## config.mk

```make
export PLATFORM = sky130hd
export DESIGN_NAME = nf10_id_rom_arbiter_flat
export DESIGN_NICKNAME = d
export VERILOG_FILES = /design/src/rtl/nf10_id_rom_arbiter_pkg.sv /design/src/rtl/nf10_id_rom_arbiter_if.sv /design/src/rtl/nf10_rr_pick.sv /design/src/rtl/nf10_id_rom_arbiter.sv /design/src/flat_wrapper.sv
export SDC_FILE = /design/constraint.sdc
export NUM_CORES = 1
export LEC_CHECK = 0
export ABC_AREA = 1
export ABC_CLOCK_PERIOD_IN_PS = 3200
export BUFFER_PORTS_ARGS = -buffer_cell sky130_fd_sc_hd__buf_2
export CORE_MARGIN = 1.5
export CORE_UTILIZATION = 51
export CTS_BUF_LIST = sky130_fd_sc_hd__clkbuf_4 sky130_fd_sc_hd__clkbuf_8
export CTS_CLUSTER_DIAMETER = 60
export DETAILED_ROUTE_END_ITERATION = 6
export GPL_TIMING_DRIVEN = 0
export PLACE_DENSITY = 0.83
export RECOVER_POWER = 100
export SLEW_MARGIN = 25
export SYNTH_ARGS = -nofsm -noshare
export SYNTH_HDL_FRONTEND = slang
export SYNTH_SLANG_ARGS = --single-unit
```

## constraint.sdc

```tcl
create_clock -name S_AXI_ACLK -period 3.2 [get_ports S_AXI_ACLK]
set_input_delay 0.48 -clock S_AXI_ACLK [delete_from_list [all_inputs] [get_ports S_AXI_ACLK]]
set_output_delay 0.48 -clock S_AXI_ACLK [all_outputs]
set_load 0.005 [all_outputs]
```

## src/rtl/nf10_id_rom_arbiter_pkg.sv

```systemverilog
// nf10_id_rom_arb_pkg
//   Shared definitions for the identifier-ROM arbiter: FSM state encoding
//   and a clog2 helper used to size the grant index and latency counter.
package nf10_id_rom_arb_pkg;

    localparam int ST_W = 3;

    typedef enum logic [ST_W-1:0] {
        IDLE    = 3'd0,
        ISSUE   = 3'd1,
        WAIT    = 3'd2,
        ACK     = 3'd3,
        RELEASE = 3'd4
    } state_e;

    // Ceiling log2, never less than 1 so that single-entry ranges still get
    // a real (one-bit) vector.
    function automatic int clog2(input int value);
        int r;
        r = 0;
        for (int i = 0; i < 31; i++) begin
            if ((1 << i) < value) r = i + 1;
        end
        return (r < 1) ? 1 : r;
    endfunction

endpackage

```

## src/rtl/nf10_id_rom_arbiter_if.sv

```systemverilog
// nf10_id_rom_arbiter_if
//   Bundles the requester side and the ROM side of the arbiter.
//   slave  : the arbiter (consumes req/req_addr/rom_data, drives the rest)
//   master : whoever surrounds it -- the requesters plus the ROM itself
//   Signals:
//     req       per-requester level request, held until ack
//     req_addr  flattened word addresses, slice i belongs to req[i]
//     ack       one-cycle one-hot read-done pulse
//     rdata     registered read word, valid from the ack cycle onward
//     busy      arbiter is not idle
//     rom_en    ROM read enable
//     rom_addr  ROM word address
//     rom_data  ROM output word
interface nf10_id_rom_arbiter_if #(
    parameter int C_NUM_REQ    = 2,
    parameter int C_ADDR_WIDTH = 4,
    parameter int C_DATA_WIDTH = 32
);
    logic [C_NUM_REQ-1:0]              req;
    logic [C_NUM_REQ*C_ADDR_WIDTH-1:0] req_addr;
    logic [C_NUM_REQ-1:0]              ack;
    logic [C_DATA_WIDTH-1:0]           rdata;
    logic                              busy;
    logic                              rom_en;
    logic [C_ADDR_WIDTH-1:0]           rom_addr;
    logic [C_DATA_WIDTH-1:0]           rom_data;

    modport slave (
        input  req, req_addr, rom_data,
        output ack, rdata, busy, rom_en, rom_addr
    );

    modport master (
        output req, req_addr, rom_data,
        input  ack, rdata, busy, rom_en, rom_addr
    );
endinterface

```

## src/rtl/nf10_rr_pick.sv

```systemverilog
// nf10_rr_pick
//   Combinational round-robin winner select: the first set bit of req at or
//   after ptr, wrapping modulo N.
//   Ports:
//     req        request vector
//     ptr        highest-priority index
//     winner     selected index (0 when nothing is requested)
//     any_valid  at least one request bit is set
module nf10_rr_pick #(
    parameter int N = 2,
    parameter int W = 1
) (
    input  logic [N-1:0] req,
    input  logic [W-1:0] ptr,
    output logic [W-1:0] winner,
    output logic         any_valid
);

    logic found;
    int   idx;

    always_comb begin
        winner    = '0;
        any_valid = |req;
        found     = 1'b0;
        idx       = 0;
        for (int k = 0; k < N; k++) begin
            idx = int'(ptr) + k;
            if (idx >= N) idx = idx - N;
            if (!found && req[idx]) begin
                winner = W'(idx);
                found  = 1'b1;
            end
        end
    end

endmodule

```

## src/rtl/nf10_id_rom_arbiter.sv

```systemverilog
// nf10_id_rom_arbiter
//   Shares the single-port identifier ROM between C_NUM_REQ read
//   requesters. One requester is granted per service in round-robin order;
//   the arbiter issues a one-cycle ROM read, waits out C_ROM_LATENCY,
//   registers the word and pulses ack to the granted requester.
//   Ports:
//     S_AXI_ACLK     clock, rising edge
//     S_AXI_ARESETN  asynchronous active-low reset
//     bus            requester + ROM signals (slave side)
module nf10_id_rom_arbiter
    import nf10_id_rom_arb_pkg::*;
#(
    parameter int C_NUM_REQ     = 2,
    parameter int C_ADDR_WIDTH  = 4,
    parameter int C_DATA_WIDTH  = 32,
    parameter int C_ROM_LATENCY = 1
) (
    input  logic                  S_AXI_ACLK,
    input  logic                  S_AXI_ARESETN,
    nf10_id_rom_arbiter_if.slave  bus
);

    localparam int GW = clog2(C_NUM_REQ);
    localparam int CW = clog2(C_ROM_LATENCY);

    state_e                  state, state_nxt;
    logic [GW-1:0]           ptr;
    logic [GW-1:0]           grant;
    logic [GW-1:0]           pick_idx;
    logic                    pick_vld;
    logic [C_ADDR_WIDTH-1:0] addr_q;
    logic [CW-1:0]           cnt;
    logic [C_DATA_WIDTH-1:0] rdata_q;

    nf10_rr_pick #(
        .N (C_NUM_REQ),
        .W (GW)
    ) u_pick (
        .req       (bus.req),
        .ptr       (ptr),
        .winner    (pick_idx),
        .any_valid (pick_vld)
    );

    always_ff @(posedge S_AXI_ACLK or negedge S_AXI_ARESETN) begin
        if (!S_AXI_ARESETN) state <= IDLE;
        else                state <= state_nxt;
    end

    // Next state and outputs. ack looks at the live req so a requester that
    // gave up before the ACK cycle gets no pulse (abort).
    always_comb begin
        state_nxt    = state;
        bus.busy     = (state != IDLE);
        bus.rom_en   = 1'b0;
        bus.rom_addr = '0;
        bus.ack      = '0;
        bus.rdata    = rdata_q;
        case (state)
            IDLE: begin
                if (pick_vld) state_nxt = ISSUE;
            end
            ISSUE: begin
                bus.rom_en   = 1'b1;
                bus.rom_addr = addr_q;
                state_nxt    = WAIT;
            end
            WAIT: begin
                if (cnt == '0) state_nxt = ACK;
            end
            ACK: begin
                if (bus.req[grant]) bus.ack[grant] = 1'b1;
                state_nxt = RELEASE;
            end
            RELEASE: begin
                state_nxt = IDLE;
            end
            default: begin
                state_nxt = IDLE;
            end
        endcase
    end

    // Datapath. The counter is loaded with latency-1 in ISSUE so that the
    // WAIT cycle in which it reads 0 is exactly C_ROM_LATENCY cycles after
    // the rom_en cycle; rom_data is captured on that cycle's edge.
    always_ff @(posedge S_AXI_ACLK or negedge S_AXI_ARESETN) begin
        if (!S_AXI_ARESETN) begin
            ptr     <= '0;
            grant   <= '0;
            addr_q  <= '0;
            cnt     <= '0;
            rdata_q <= '0;
        end else begin
            case (state)
                IDLE: begin
                    if (pick_vld) begin
                        grant  <= pick_idx;
                        addr_q <= bus.req_addr[int'(pick_idx)*C_ADDR_WIDTH +: C_ADDR_WIDTH];
                    end
                end
                ISSUE: begin
                    cnt <= CW'(C_ROM_LATENCY - 1);
                end
                WAIT: begin
                    if (cnt == '0) rdata_q <= bus.rom_data;
                    else           cnt     <= cnt - CW'(1);
                end
                ACK: begin
                    // Advances even on abort so a dropped requester does
                    // not keep top priority.
                    ptr <= (grant == GW'(C_NUM_REQ - 1)) ? '0 : grant + GW'(1);
                end
                default: ;
            endcase
        end
    end

endmodule

```

## src/flat_wrapper.sv

```systemverilog
// flat-port wrapper written by rule: the top's interface ports become plain ports
module nf10_id_rom_arbiter_flat import nf10_id_rom_arb_pkg::*;
#(
    parameter int C_NUM_REQ     = 2,
    parameter int C_ADDR_WIDTH  = 4,
    parameter int C_DATA_WIDTH  = 32,
    parameter int C_ROM_LATENCY = 1
)
  (S_AXI_ACLK, S_AXI_ARESETN, bus_req, bus_req_addr, bus_rom_data, bus_ack, bus_rdata, bus_busy, bus_rom_en, bus_rom_addr);
  nf10_id_rom_arbiter_if #(.C_NUM_REQ(C_NUM_REQ), .C_ADDR_WIDTH(C_ADDR_WIDTH), .C_DATA_WIDTH(C_DATA_WIDTH)) bus_i ();
  input  logic S_AXI_ACLK;
  input  logic S_AXI_ARESETN;
  input wire logic [$bits(bus_i.req)-1:0] bus_req;
  input wire logic [$bits(bus_i.req_addr)-1:0] bus_req_addr;
  input wire logic [$bits(bus_i.rom_data)-1:0] bus_rom_data;
  output wire logic [$bits(bus_i.ack)-1:0] bus_ack;
  output wire logic [$bits(bus_i.rdata)-1:0] bus_rdata;
  output wire logic [$bits(bus_i.busy)-1:0] bus_busy;
  output wire logic [$bits(bus_i.rom_en)-1:0] bus_rom_en;
  output wire logic [$bits(bus_i.rom_addr)-1:0] bus_rom_addr;
  assign bus_i.req = bus_req;
  assign bus_i.req_addr = bus_req_addr;
  assign bus_i.rom_data = bus_rom_data;
  assign bus_ack = bus_i.ack;
  assign bus_rdata = bus_i.rdata;
  assign bus_busy = bus_i.busy;
  assign bus_rom_en = bus_i.rom_en;
  assign bus_rom_addr = bus_i.rom_addr;
  nf10_id_rom_arbiter #(.C_NUM_REQ(C_NUM_REQ), .C_ADDR_WIDTH(C_ADDR_WIDTH), .C_DATA_WIDTH(C_DATA_WIDTH), .C_ROM_LATENCY(C_ROM_LATENCY)) u_core (.S_AXI_ACLK(S_AXI_ACLK), .S_AXI_ARESETN(S_AXI_ARESETN), .bus(bus_i));
endmodule
```

Word-level counts from Yosys, hierarchy flattened
Index checks and enable logic that the tools add are counted.

$add $sub $neg: 5. Order comparisons: 6. Equality and inequality tests: 5. Shifts and indexed selects: 1. Muxes and demuxes: 25. Bitwise logic cells: 1. Reductions and logical operators: 10.

Operators with widths (number): < comparator 32 x 3 -> 1 bit (second input constant) (2); two-way mux 32 bit (2); two-way mux 1 bit (15); one-hot mux 3 bit (4 select lines) (1); indexed part select 8 x 4 -> 4 bit (1); == test 3 x 2 -> 1 bit (second input constant) (2); two-way mux 3 bit (2); AND reduction 2 bit (3); two-way mux 2 bit (2); two-way mux 4 bit (1); == test 3 x 1 -> 1 bit (second input constant) (1); zero test 3 bit (1); nonzero test 3 bit (1); subtractor 1 x 2 -> 3 bit (second input constant) (1); subtractor 2 x 2 -> 3 bit (second input constant) (1); adder 1 x 1 -> 2 bit (second input constant) (1); greater-or-equal comparator 1 x 2 -> 1 bit (second input constant) (1); greater-or-equal comparator 2 bit (second input constant) (1); logical AND 1 bit (2); < comparator 1 x 2 -> 1 bit (second input constant) (1); != test 2 x 1 -> 1 bit (second input constant) (1); != test 2 bit (second input constant) (1); one-hot mux 1 bit (2 select lines) (1); nonzero test 2 bit (1); other kinds (7) (7).

Register bits: 42. Input bits: 44. Output and inout port bits: 40. Word-level logic and storage cells: 59.

Longest topological paths before layout
Gate-level depths: netlist of run 1.

Depth after elaboration: 10. Gate-level depth with buffers: 6. Depth with buffers taken out: 6.

By module
From an unflattened synthesis of run 1, not the netlist that was laid out.

Cell total of the unflattened synthesis: 208. Area total of the unflattened synthesis: 1770.4 um2.

Modules (own cells, without submodules): nf10_id_rom_arbiter (instances 1, cells an instance 204, area an instance 1751.7 um2, sequential area each 1026.0 um2); nf10_rr_pick (instances 1, cells an instance 4, area an instance 18.8 um2, sequential area each 0.0 um2).

Worst setup path before layout of run 1
OpenSTA, ideal clock, no wires.

Kind: flip-flop to output port. Start: register u_core.state[1]. End: output port bus_ack[0]. Data arrival time: 0.810 ns. Data required time: 2.720 ns. Slack: 1.910 ns. Stages on the path, launching flop included: 5. Cell sequence: dfrtp_1 inv_2 nor3_2 nand2_1 nor2_1.

Word-level cells in the longest chain between the ends: 2.

Ends and longest elaborated chain: from (decl) (RTL line nf10_id_rom_arbiter.sv:26) `state_e state, state_nxt;`; from (signal assigned) (RTL line nf10_id_rom_arbiter.sv:47) `else state <= state_nxt;`; == test 3 x 2 -> 1 bit (RTL line nf10_id_rom_arbiter.sv:59) `case (state)`; two-way mux 2 bit (RTL line nf10_id_rom_arbiter.sv:59); to (decl) (RTL line flat_wrapper.sv:16) `output wire logic [$bits(bus_i.ack)-1:0] bus_ack;`.

Every way passes these cells.

Final worst setup path of run 1
Same ends and word-level chain as after synthesis.

==> impl_metrics.env, run 1 <==
export IMPL_clkSlewWorstSetupHoldPaths_ns=0.11
export IMPL_synth_top_cell_by_area="sky130_fd_sc_hd__dfrtp_1"
export IMPL_die_span_y_um=61.8
export IMPL_min_period_ns=1.94
export IMPL_grt_setup_unrepaired="no"
export IMPL_routed_wirelength_um=3390
export IMPL_slowest_delay_ns=0.39
export IMPL_grt_max_degree=42
export IMPL_muxShareOfSynthArea=0
export IMPL_failed_checks="max-capacitance violations, max-slew violations"
export IMPL_ys_seq_elements=41
export IMPL_dieArea_um2=3820
export IMPL_end_kind="output port"
export IMPL_cp_start_kind="flop"
export IMPL_finish_cell_count_without_fillers=344
export IMPL_cts_setup_buffers=0
export IMPL_dp_cells=336
export IMPL_clk_insertion_delay_late_ns=0.34
export IMPL_first_global_vias=1217
export IMPL_drt_antenna_violating_nets=0
export IMPL_drt_pre_antenna_iters=4
export IMPL_vdd_ir_drop_max_mv=0.492
export IMPL_crit_slowest_cell="sky130_fd_sc_hd__dfrtp_1"
export IMPL_post_route_cells_drive_above_1_share=0.235
export IMPL_ys_seq_area_frac=0.582
export IMPL_placeableCoreArea_um2=3340
export IMPL_die_w_um=61.8
export IMPL_drc_errors_left=0
export IMPL_synth_cell_types=13
export IMPL_mappedNetlistArea_um2=1760
export IMPL_core_utilization_of_the_finished_layout=0.673
export IMPL_count_of_final_max_slew_check_failures=42
export IMPL_synth_cells=207
export IMPL_power_leakage_nw=1.32
export IMPL_numClockSinks=41
export IMPL_cp_top_family="simple AND/OR/NAND/NOR gates"
export IMPL_num_vias=1528
export IMPL_groute_usage_overall=0.187
export IMPL_synth_top_family_by_area="simple AND/OR/NAND/NOR gates"
export IMPL_p_per_area_nw_per_um2=902
export IMPL_synthDominantCellAreaShare=0.582
export IMPL_main_area_contributors_after_synthesis="sky130_fd_sc_hd__dfrtp_1, sky130_fd_sc_hd__nand2_1, sky130_fd_sc_hd__inv_1"
export IMPL_layout_filler_cells=309
export IMPL_routabilityCongestion=0.658
export IMPL_initial_utilization=0.528
export IMPL_antennaDiodeCount=0
export IMPL_cts_htree_levels=2
export IMPL_crit_path_max_fanout=4
export IMPL_worst_pin_slew_ns=2.02
export IMPL_cts_root_buf="sky130_fd_sc_hd__clkbuf_4"
export IMPL_synthToLayoutAreaGrowth_pct=27.3
export IMPL_placement_io_buffers=83
export IMPL_antenna_found_initial=0
export IMPL_timing_final_hold_violations=0
export IMPL_synth_nets=251
export IMPL_max_clock_freq_ghz=0.514
export IMPL_post_dp_hpwl_um=2600
export IMPL_design_power_total_mw=2.02
export IMPL_critPathArrivalTime_ns=1.46
export IMPL_worstHoldPathType="input pin to flop"
export IMPL_synth_simple_gate_area_share=0.171
export IMPL_cts_resizes=0
export IMPL_inserted_clock_buffers=5
export IMPL_grt_pass1_wl_um=5090
export IMPL_synth_xor_xnor_area_share=0
export IMPL_report_final_setup_viol=0
export IMPL_adder_cell_area_share_of_the_yosys_netlist=0
export IMPL_finClkSkew_ns=0.00915
export IMPL_clk_path_buf_depth=2
export IMPL_worstPathCellList="inv_1, nor3_1, nand2_1, nor2_1, clkbuf_1"
export IMPL_postSynthAreaPerCell_um2=8.52
export IMPL_yosysWarningCount=0
export IMPL_final_nets=341
export IMPL_synth_compound_area_frac=0.0965
export IMPL_boundaryPins=84
export IMPL_status="finished, violations left"
export IMPL_std_cell_rows=21
export IMPL_wire_per_inst_um=9.86
export IMPL_final_clock_period_utilization_by_the_worst_path=0.607
export IMPL_drt_iter0_markers=50
export IMPL_cts_hold_buffers=0
export IMPL_max_cap_viol_count=1
export IMPL_viasPerCell=4.44
export IMPL_gr_total_overflow=0
export IMPL_relative_slew_slack=-0.344
export IMPL_summed_negative_setup_slack_over_all_endpoints_ns=0
export IMPL_tritoncts="built"
export IMPL_required_ns=2.72
export IMPL_critPathKind="flop to output port"
export IMPL_cp_buf_inv_count=2
## where the power goes
group          switching (mW)  internal, mW  total (mW)
combinational           0.467         0.315       0.782
sequential              0.128         0.775       0.903
clock                   0.153         0.186       0.339
total                   0.748          1.28        2.02
## area by class of cell
class | count | area [µm²] | share of cell area
multi-input cells | 106 | 454 | 0.202
plain buffers | 7 | 33.8 | 0.0151
repair buffers | 83 | 385 | 0.172
flip-flops and latches | 41 | 1030 | 0.457
inverters | 53 | 199 | 0.0886
clock inverters | 2 | 37.5 | 0.0167
well taps | 46 | 57.6 | 0.0256
clock buffers | 6 | 51.3 | 0.0229
## per-layer routing
metal / track usage / part of all wire / up-vias
met5: 0 / 0 / -
li1: - / - / 793
met1: 0.214 / 0.44 / 669
met3: 0.0455 / 0.070 / 7
met4: 0.0821 / 0.015 / 0
met2: 0.332 / 0.48 / 59
## placed cells by master, fill, tap and decap left out
cell type	Yosys	final
sky130_fd_sc_hd__clkbuf_2	0	3
sky130_fd_sc_hd__clkbuf_8	0	1
sky130_fd_sc_hd__o21ai_0	2	29
sky130_fd_sc_hd__nand3_1	9	10
sky130_fd_sc_hd__nor3_1	0	1
sky130_fd_sc_hd__clkbuf_4	0	5
sky130_fd_sc_hd__clkinvlp_4	0	1
sky130_fd_sc_hd__clkbuf_1	0	30
sky130_fd_sc_hd__inv_1	49	51
sky130_fd_sc_hd__buf_6	5	1
sky130_fd_sc_hd__inv_2	4	2
sky130_fd_sc_hd__dfrtp_1	41	41
sky130_fd_sc_hd__nor2_1	8	9
sky130_fd_sc_hd__bufinv_16	0	1
sky130_fd_sc_hd__nand2_1	52	52
sky130_fd_sc_hd__buf_2	2	56
sky130_fd_sc_hd__o21ai_1	32	5
## state kept, by name, indices dropped and copies added (netlist names)
register	count
u_core.bus.rdata	32
u_core.addr_q	4
u_core.state	3
u_core.grant	1
u_core.ptr	1
## synthesized netlist by cell type
cell type	number
sky130_fd_sc_hd__nand3_2	1
sky130_fd_sc_hd__nand3_1	9
sky130_fd_sc_hd__nor2_1	8
sky130_fd_sc_hd__inv_1	49
sky130_fd_sc_hd__o21ai_0	2
sky130_fd_sc_hd__nor2_4	1
sky130_fd_sc_hd__o21ai_1	32
sky130_fd_sc_hd__buf_2	2
sky130_fd_sc_hd__buf_6	5
sky130_fd_sc_hd__nor3_2	1
sky130_fd_sc_hd__nand2_1	52
sky130_fd_sc_hd__inv_2	4
sky130_fd_sc_hd__dfrtp_1	41
## worst reg2reg max path: cells and delay by family, from the launching register on
kind | cells | cell delay, ns
AOI/OAI and AO/OA | 1 | 0.09
DFF | 1 | 0.41
and+or+nand+nor | 2 | 0.19
buffers and inverters | 3 | 0.81
## per-stage QoR
stage               hold slack, ns  area (µm²)  worst slack (ns)
floorplan                    0.184        1760              1.91
global placement             0.467        2240              1.76
detailed placement           0.467        2240              1.72
CTS                          0.254        2320              1.34
global route                 0.359        2240             0.841
finish                       0.363        2240              1.26
## kinds of logic after synthesis
kind of cell / count (synthesis)
flip-flops: 41
AND/OR/NAND/NOR: 72
buffers and inverters: 60
AO/OA/AOI/OAI: 34
## final timing paths
| check | from | endpoint | slack, ns | depth (start not counted) |
|---|---|---|---|---|
| max in group asynchronous | S_AXI_ARESETN | u_core.bus.rdata[6] | 1.35 | 1 |
| worst max register to register | u_core.state[0] | u_core.bus.rdata[17] | 1.61 | 6 |
| worst min register to register | u_core.bus.rdata[25] | u_core.bus.rdata[25] | 0.49 | 2 |
| worst max-delay path | u_core.state[1] | bus_ack[0] | 1.26 | 5 |
| min in group asynchronous | S_AXI_ARESETN | u_core.grant | 0.70 | 1 |
| worst min-delay path | bus_rom_data[11] | u_core.bus.rdata[11] | 0.36 | 3 |
No activity file was read; power rests on OpenSTA's default activity.
==> inputs of run 2 (changes only) <==
ABC_AREA = 0   (was 1)
ABC_CLOCK_PERIOD_IN_PS = 1900   (was 3200)
CORE_UTILIZATION = 46   (was 51)
PLACE_DENSITY = 0.77   (was 0.83)
clock period = 1.9 ns   (was 3.2 ns; I/O delays follow)
==> run 2 against run 1 <==
  * The run now ends clean
  * Largest power group unchanged
  * Synthesized cell count down 48%
  * Die area up 3.6%
  * Clock skew up 0.0019 ns
  * Count of clock-buffer cells in the layout unchanged
==> impl_metrics.env, run 2 <==
export IMPL_status="complete, no violations"
export IMPL_num_vias=1202
export IMPL_grt_pass1_wl_um=5690
export IMPL_vdd_ir_drop_max_mv=0.822
export IMPL_synthDominantCellAreaShare=0.622
export IMPL_ys_flop_type="sky130_fd_sc_hd__dfrtp_1"
export IMPL_synth_top_cell_by_area="sky130_fd_sc_hd__dfrtp_1"
export IMPL_grt_setup_unrepaired="no"
export IMPL_required_ns=1.62
export IMPL_fin_worst_hold_slack_ns=0.0700
export IMPL_max_cap_viol_count=0
export IMPL_most_frequent_cells_in_the_layout="sky130_fd_sc_hd__buf_2, sky130_fd_sc_hd__dfrtp_1, sky130_fd_sc_hd__mux2_2"
export IMPL_die_w_um=62.9
export IMPL_cp_buf_inv_count=1
export IMPL_cts_root_buf="sky130_fd_sc_hd__clkbuf_4"
export IMPL_worstReg2RegEnd="u_core.bus.rdata[24]"
export IMPL_end_kind="output port"
export IMPL_critPathArrivalTime_ns=1.44
export IMPL_initial_utilization=0.487
export IMPL_layout_filler_cells=285
export IMPL_ys_seq_elements=41
export IMPL_synthMostInstantiatedCell="sky130_fd_sc_hd__dfrtp_1"
export IMPL_largest_reg_flops=32
export IMPL_cp_top_family="simple AND/OR/NAND/NOR gates"
export IMPL_main_area_contributors_after_synthesis="sky130_fd_sc_hd__dfrtp_1, sky130_fd_sc_hd__mux2_2, sky130_fd_sc_hd__a2bb2oi_1"
export IMPL_worst_r2r_cell_count=3
export IMPL_final_clock_period_utilization_by_the_worst_path=0.906
export IMPL_placeableCoreArea_um2=3390
export IMPL_synth_async_reset_ratio=1.00
export IMPL_drt_antenna_violating_nets=0
export IMPL_boundaryPins=84
export IMPL_regToRegSetupSlack_ns=0.22
export IMPL_inserted_clock_buffers=5
export IMPL_worst_pin_slew_ns=0.978
export IMPL_yosysWarningCount=0
export IMPL_numClockSinks=41
export IMPL_final_nets=242
export IMPL_tritoncts="built"
export IMPL_synthToLayoutAreaGrowth_pct=30.6
export IMPL_relative_slew_slack=0.348
export IMPL_detailedPlace_worstSlack_ns=0.352
export IMPL_post_route_cells_drive_above_1_share=0.566
export IMPL_placement_io_buffers=83
export IMPL_drt_iter0_markers=20
export IMPL_cts_hold_buffers=0
export IMPL_synth_cells=108
export IMPL_synth_nets=152
export IMPL_synth_edf_count=0
export IMPL_viasPerCell=4.93
export IMPL_p_per_area_nw_per_um2=1650
export IMPL_first_global_vias=1319
export IMPL_clkSlewWorstSetupHoldPaths_ns=0.12
export IMPL_grt_max_degree=42
export IMPL_power_leakage_nw=1.03
export IMPL_mappedNetlistArea_um2=1650
export IMPL_antennaDiodeCount=0
export IMPL_most_frequent_standard_cell_in_the_layout_excluding_fill_and_tap_cells="sky130_fd_sc_hd__buf_2"
export IMPL_critPathKind="flop to output port"
export IMPL_post_dp_hpwl_um=2610
export IMPL_cell_area_after_placement_um2=2120
export IMPL_groute_usage_overall=0.186
export IMPL_yosys_top_cells_count="sky130_fd_sc_hd__dfrtp_1, sky130_fd_sc_hd__mux2_2, sky130_fd_sc_hd__a2bb2oi_1, sky130_fd_sc_hd__and2_1, sky130_fd_sc_hd__o32ai_1"
export IMPL_max_clock_freq_ghz=0.581
export IMPL_cp_start_kind="flop"
export IMPL_timing_final_hold_violations=0
export IMPL_post_route_cell_area_um2=2160
export IMPL_die_span_y_um=62.9
export IMPL_core_utilization_of_the_finished_layout=0.636
export IMPL_std_cell_rows=21
export IMPL_routabilityCongestion=0.732
export IMPL_clk_path_buf_depth=2
export IMPL_dieArea_um2=3960
export IMPL_wire_per_inst_um=13.9
export IMPL_synth_cell_types=23
export IMPL_worst_slack_ns=0.178
export IMPL_clk_insertion_delay_late_ns=0.35
export IMPL_min_period_ns=1.72
export IMPL_drc_errors_left=0
export IMPL_crit_slowest_cell="sky130_fd_sc_hd__dfrtp_1"
export IMPL_postSynthAreaPerCell_um2=15.3
export IMPL_worstPathCellList="nor3b_2, and2_0, buf_2"
export IMPL_count_of_final_max_slew_check_failures=0
export IMPL_crit_path_max_fanout=6
export IMPL_antenna_found_initial=0
export IMPL_worstHoldPathType="input pin to asynchronous set/reset pin"
export IMPL_cts_htree_levels=2
export IMPL_drt_pre_antenna_iters=4
export IMPL_r2r_start="u_core.state[1]"
export IMPL_routed_wirelength_um=3400
export IMPL_slowest_delay_ns=0.48
export IMPL_finClkSkew_ns=0.0110
export IMPL_ys_seq_area_frac=0.622
export IMPL_summed_negative_setup_slack_over_all_endpoints_ns=0
export IMPL_report_final_setup_viol=0
export IMPL_gr_total_overflow=0
[run 2: metal layers]
metal  global-route usage  wire length, µm  up-vias  share of wire
met1                0.179             1240      591           0.37
met3               0.0541              157        7          0.046
met4               0.0750               56        0          0.016
met5                    0                0        -              0
met2                0.360             1950       38           0.57
li1                     -                -      566              -
[run 2: timing repair]
item	in CTS	in global routing
buffers inserted	0	0
resized for setup	0	1
setup endpoints to repair	0	4
[run 2: worst max path at each step]
stage / to / slack, ns / from / cells after the start
6_report: bus_rom_addr[0] / 0.18 / u_core.state[0] / 3
5_1_grt: bus_ack[0] / 0.04 / u_core.state[2] / 3
4_1_cts: bus_rom_addr[0] / 0.05 / u_core.state[0] / 3
3_5_place_dp: u_core.bus.rdata[24] / 0.35 / u_core.state[0] / 3
3_3_place_gp: u_core.bus.rdata[13] / 0.39 / u_core.state[0] / 3
2_1_floorplan: u_core.bus.rdata[10] / 0.48 / u_core.state[0] / 3
[run 2: power breakdown]
group          switching (mW)  internal (mW)  leakage [nW]
Sequential              0.268           1.32         0.482
Clock                   0.270          0.155        0.0317
Combinational           0.624          0.911         0.517
[run 2: through the flow]
| stage | cells | power (mW) |
|---|---|---|
| global placement | 237 | 3.12 |
| floorplan | 108 | 2.56 |
| finish | 244 | 3.55 |
| detailed placement | 237 | 3.22 |
| global route | 244 | 3.81 |
| CTS | 244 | 3.65 |
[run 2: cells by family after synthesis]
family	after synthesis	share of synthesized area
flops	41	0.622
mux	32	0.218
simple gates	16	0.0682
compound gates	12	0.0591
buf+inv	6	0.0273
xor+xnor	1	0.00531
[run 2: area by class of cell]
class,instances,area [µm²],area share
tap,46,57.6,0.0267
inverter,3,11.3,0.00522
multi-input combinational,61,578,0.268
clock buffer,6,45.0,0.0209
timing repair buffer,83,395,0.183
sequential,41,1030,0.476
buffer,3,33.8,0.0157
clock inverter,1,8.76,0.00406
==> inputs of run 3 (changes only) <==
BUFFER_PORTS_ARGS = default   (was -buffer_cell sky130_fd_sc_hd__buf_2)
CORE_UTILIZATION = 64   (was 46)
DONT_BUFFER_PORTS = 1   (was default)
PLACE_DENSITY = 0.76   (was 0.77)
SYNTH_HIERARCHICAL = 1   (was default)
==> run 3 against run 2 <==
  * Critical path depth is 1 lower
  * Clock skew shrank 0.0038 ns
  * Cell count shrank 41%
  * Utilization is 8.1 points higher
  * Synthesized cell count shrank 2.8%
  * Combinational power is 33% lower
  * Sequential power is 6% higher
  * Largest cell class unchanged
  * Largest power group unchanged
==> impl_metrics.env, run 3 <==
export IMPL_end_kind="output port"
export IMPL_grt_max_degree=42
export IMPL_sw_frac=0.313
export IMPL_postSynthAreaPerCell_um2=15.9
export IMPL_synth_nets=149
export IMPL_ys_seq_elements=41
export IMPL_wire_per_inst_um=19.4
export IMPL_grt_setup_unrepaired="no"
export IMPL_design_power_total_mw=3.14
export IMPL_dp_cells=135
export IMPL_tritoncts="built"
export IMPL_timing_final_hold_violations=0
export IMPL_placeableCoreArea_um2=2480
export IMPL_initial_utilization=0.676
export IMPL_synthDominantCellAreaShare=0.613
export IMPL_drc_errors_left=0
export IMPL_drt_antenna_violating_nets=0
export IMPL_crit_slowest_cell="sky130_fd_sc_hd__dfrtp_1"
export IMPL_worst_slack_ns=0.183
export IMPL_synth_async_reset_ratio=1.00
export IMPL_final_clock_period_utilization_by_the_worst_path=0.904
export IMPL_cp_top_family="simple AND/OR/NAND/NOR gates"
export IMPL_largest_reg_flops=32
export IMPL_viasPerCell=6.14
export IMPL_seq_power_share=0.535
export IMPL_relative_slew_slack=0.360
export IMPL_drt_iter0_markers=5
export IMPL_layout_filler_cells=191
export IMPL_placement_io_buffers=0
export IMPL_yosysWarningCount=6
export IMPL_cts_setup_buffers=0
export IMPL_cp_start_kind="flop"
export IMPL_inserted_clock_buffers=5
export IMPL_groute_usage_overall=0.201
export IMPL_worst_r2r_cell_count=3
export IMPL_routed_wirelength_um=2800
export IMPL_ys_seq_area_frac=0.613
export IMPL_cts_htree_levels=2
export IMPL_slowest_delay_ns=0.47
export IMPL_first_global_vias=879
export IMPL_boundaryPins=84
export IMPL_most_frequent_standard_cell_in_the_layout_excluding_fill_and_tap_cells="sky130_fd_sc_hd__dfrtp_1"
export IMPL_max_cap_viol_count=0
export IMPL_grt_pass1_wl_um=3980
export IMPL_multi_input_comb_area_um2=593
export IMPL_worst_pin_slew_ns=0.960
export IMPL_antenna_found_initial=0
export IMPL_critPathArrivalTime_ns=1.43
export IMPL_crit_path_max_fanout=6
export IMPL_report_final_setup_viol=0
export IMPL_die_w_um=54.1
export IMPL_clk_path_buf_depth=2
export IMPL_critical_path_endpoint="bus_rom_addr[1]"
export IMPL_clk_insertion_delay_late_ns=0.32
export IMPL_final_nets=158
export IMPL_numClockSinks=41
export IMPL_status="complete, no violations"
export IMPL_synth_cell_types=18
export IMPL_clock_power_share=0.136
export IMPL_synthToLayoutAreaGrowth_pct=6.05
export IMPL_cts_root_buf="sky130_fd_sc_hd__clkbuf_4"
export IMPL_synthMostInstantiatedCell="sky130_fd_sc_hd__dfrtp_1"
export IMPL_fin_worst_hold_slack_ns=0.0919
export IMPL_max_clock_freq_ghz=0.582
export IMPL_std_cell_rows=18
export IMPL_routabilityCongestion=0.666
export IMPL_yosys_top_cells_count="sky130_fd_sc_hd__dfrtp_1, sky130_fd_sc_hd__mux2_2, sky130_fd_sc_hd__and2_1"
export IMPL_worstPathCellList="nor3b_2, and2_0"
export IMPL_p_per_area_nw_per_um2=1770
export IMPL_intPower_mw=2.16
export IMPL_required_ns=1.62
export IMPL_post_route_cells_drive_above_1_share=0.474
export IMPL_mappedNetlistArea_um2=1670
export IMPL_worstHoldPathType="input pin to flop"
export IMPL_ys_flop_type="sky130_fd_sc_hd__dfrtp_1"
export IMPL_regToRegSetupSlack_ns=0.23
export IMPL_summed_negative_setup_slack_over_all_endpoints_ns=0
export IMPL_dieArea_um2=2930
export IMPL_crit_cells=2
export IMPL_synth_top_cell_by_area="sky130_fd_sc_hd__dfrtp_1"
export IMPL_r2r_start="u_core/state[2]"
export IMPL_synth_edf_count=0
export IMPL_main_area_contributors_after_synthesis="sky130_fd_sc_hd__dfrtp_1, sky130_fd_sc_hd__mux2_2, sky130_fd_sc_hd__buf_6"
export IMPL_setup_crit_start="u_core/state[2]"
export IMPL_finish_cell_count_without_fillers=144
export IMPL_most_frequent_cells_in_the_layout="sky130_fd_sc_hd__dfrtp_1, sky130_fd_sc_hd__mux2_2, sky130_fd_sc_hd__clkbuf_4"
export IMPL_gr_total_overflow=0
export IMPL_clkSlewWorstSetupHoldPaths_ns=0.11
export IMPL_comb_power_share=0.329
export IMPL_min_period_ns=1.72
export IMPL_die_span_y_um=54.1
export IMPL_seqCellArea_um2=1030
export IMPL_post_dp_hpwl_um=2110
export IMPL_detailedPlace_worstSlack_ns=0.248
export IMPL_vdd_ir_drop_max_mv=1.33
export IMPL_count_of_final_max_slew_check_failures=0
export IMPL_finClkSkew_ns=0.00721
export IMPL_num_vias=884
export IMPL_antennaDiodeCount=0
export IMPL_power_leakage_nw=0.776
export IMPL_critPathKind="flop to output port"
export IMPL_cp_buf_inv_count=0
export IMPL_worstReg2RegEnd="u_core/bus.rdata[1]"
export IMPL_drt_pre_antenna_iters=2
export IMPL_power_net_switching_mw=0.985
export IMPL_synth_cells=105
[run 3: cell types whose count changed in the layout (fill, tap and decap cells not counted), sizes merged, moves of 4 or more]
| cell | change |
|---|---|
| buf | -66 |
| mux2 | +9 |
| clkbuf | -15 |
| o32ai | -4 |
| a2bb2oi | -4 |
[run 3: kinds of logic (layout without fill, tap and decap cells)]
family | Yosys count | count (layout) | share of synthesized area
AOI/OAI and AO/OA | 1 | 1 | 0.00449
buffers and inverters | 6 | 15 | 0.0269
muxes | 42 | 42 | 0.282
and+or+nand+nor | 15 | 15 | 0.0740
DFF | 41 | 41 | 0.613
[run 3: how the worst min path moves through the flow]
stage                     start                    to  slack (ns)  cells past startpoint
2_1_floorplan     S_AXI_ARESETN      u_core/addr_q[0]       -0.01                      0
6_report       bus_rom_data[20]  u_core/bus.rdata[20]        0.09                      1
4_1_cts        bus_rom_data[20]  u_core/bus.rdata[20]        0.07                      1
5_1_grt        bus_rom_data[16]  u_core/bus.rdata[16]        0.06                      1
3_3_place_gp      S_AXI_ARESETN            u_core/ptr       -0.01                      0
3_5_place_dp      S_AXI_ARESETN          u_core/grant       -0.01                      0
[run 3: per-stage QoR]
step                       util  area (µm²)
after global routing      0.717        1780
after CTS                 0.729        1810
after global placement    0.691        1710
final                     0.717        1780
after floorplan               -        1670
after detailed placement  0.691        1710
[run 3: power by group through the flow]
stage	logic [mW]	clock network (mW)	registers (mW)
after floorplan	0.907	0	1.62
after global placement	0.982	0	1.69
after detailed placement	1.04	0	1.73
after CTS	1.07	0.452	1.71
after global routing	1.12	0.490	1.75
final	1.03	0.428	1.68
[run 3: timing repair]
item	4_1_cts	5_1_grt
endpoints found under the hold margin	41	0
gates resized for setup	1	1
hold buffers	2	0
pin swaps	0	0
endpoints found under the setup margin	4	1
[run 3: layer usage]
| layer | part of all wire | GRT usage |
|---|---|---|
| met4 | 0.0029 | 0.0500 |
| met2 | 0.52 | 0.325 |
| met5 | 0 | 0 |
| met1 | 0.38 | 0.235 |
| met3 | 0.099 | 0.108 |
[run 3: worst register-to-register path: cells and delay by family, from the launching register on]
kind / cells / cell delay [ns]
muxes: 1 / 0.36
DFF: 1 / 0.47
buffers and inverters: 1 / 0.23
and+or+nand+nor: 1 / 0.51
[run 3: area by class of cell]
type / instances / area share
repair buffers: 2 / 0.00846
flip-flops and latches: 41 / 0.578
multi-input cells: 58 / 0.334
clock buffers: 7 / 0.0331
plain buffers: 3 / 0.0190
well taps: 30 / 0.0211
inverters: 3 / 0.00634
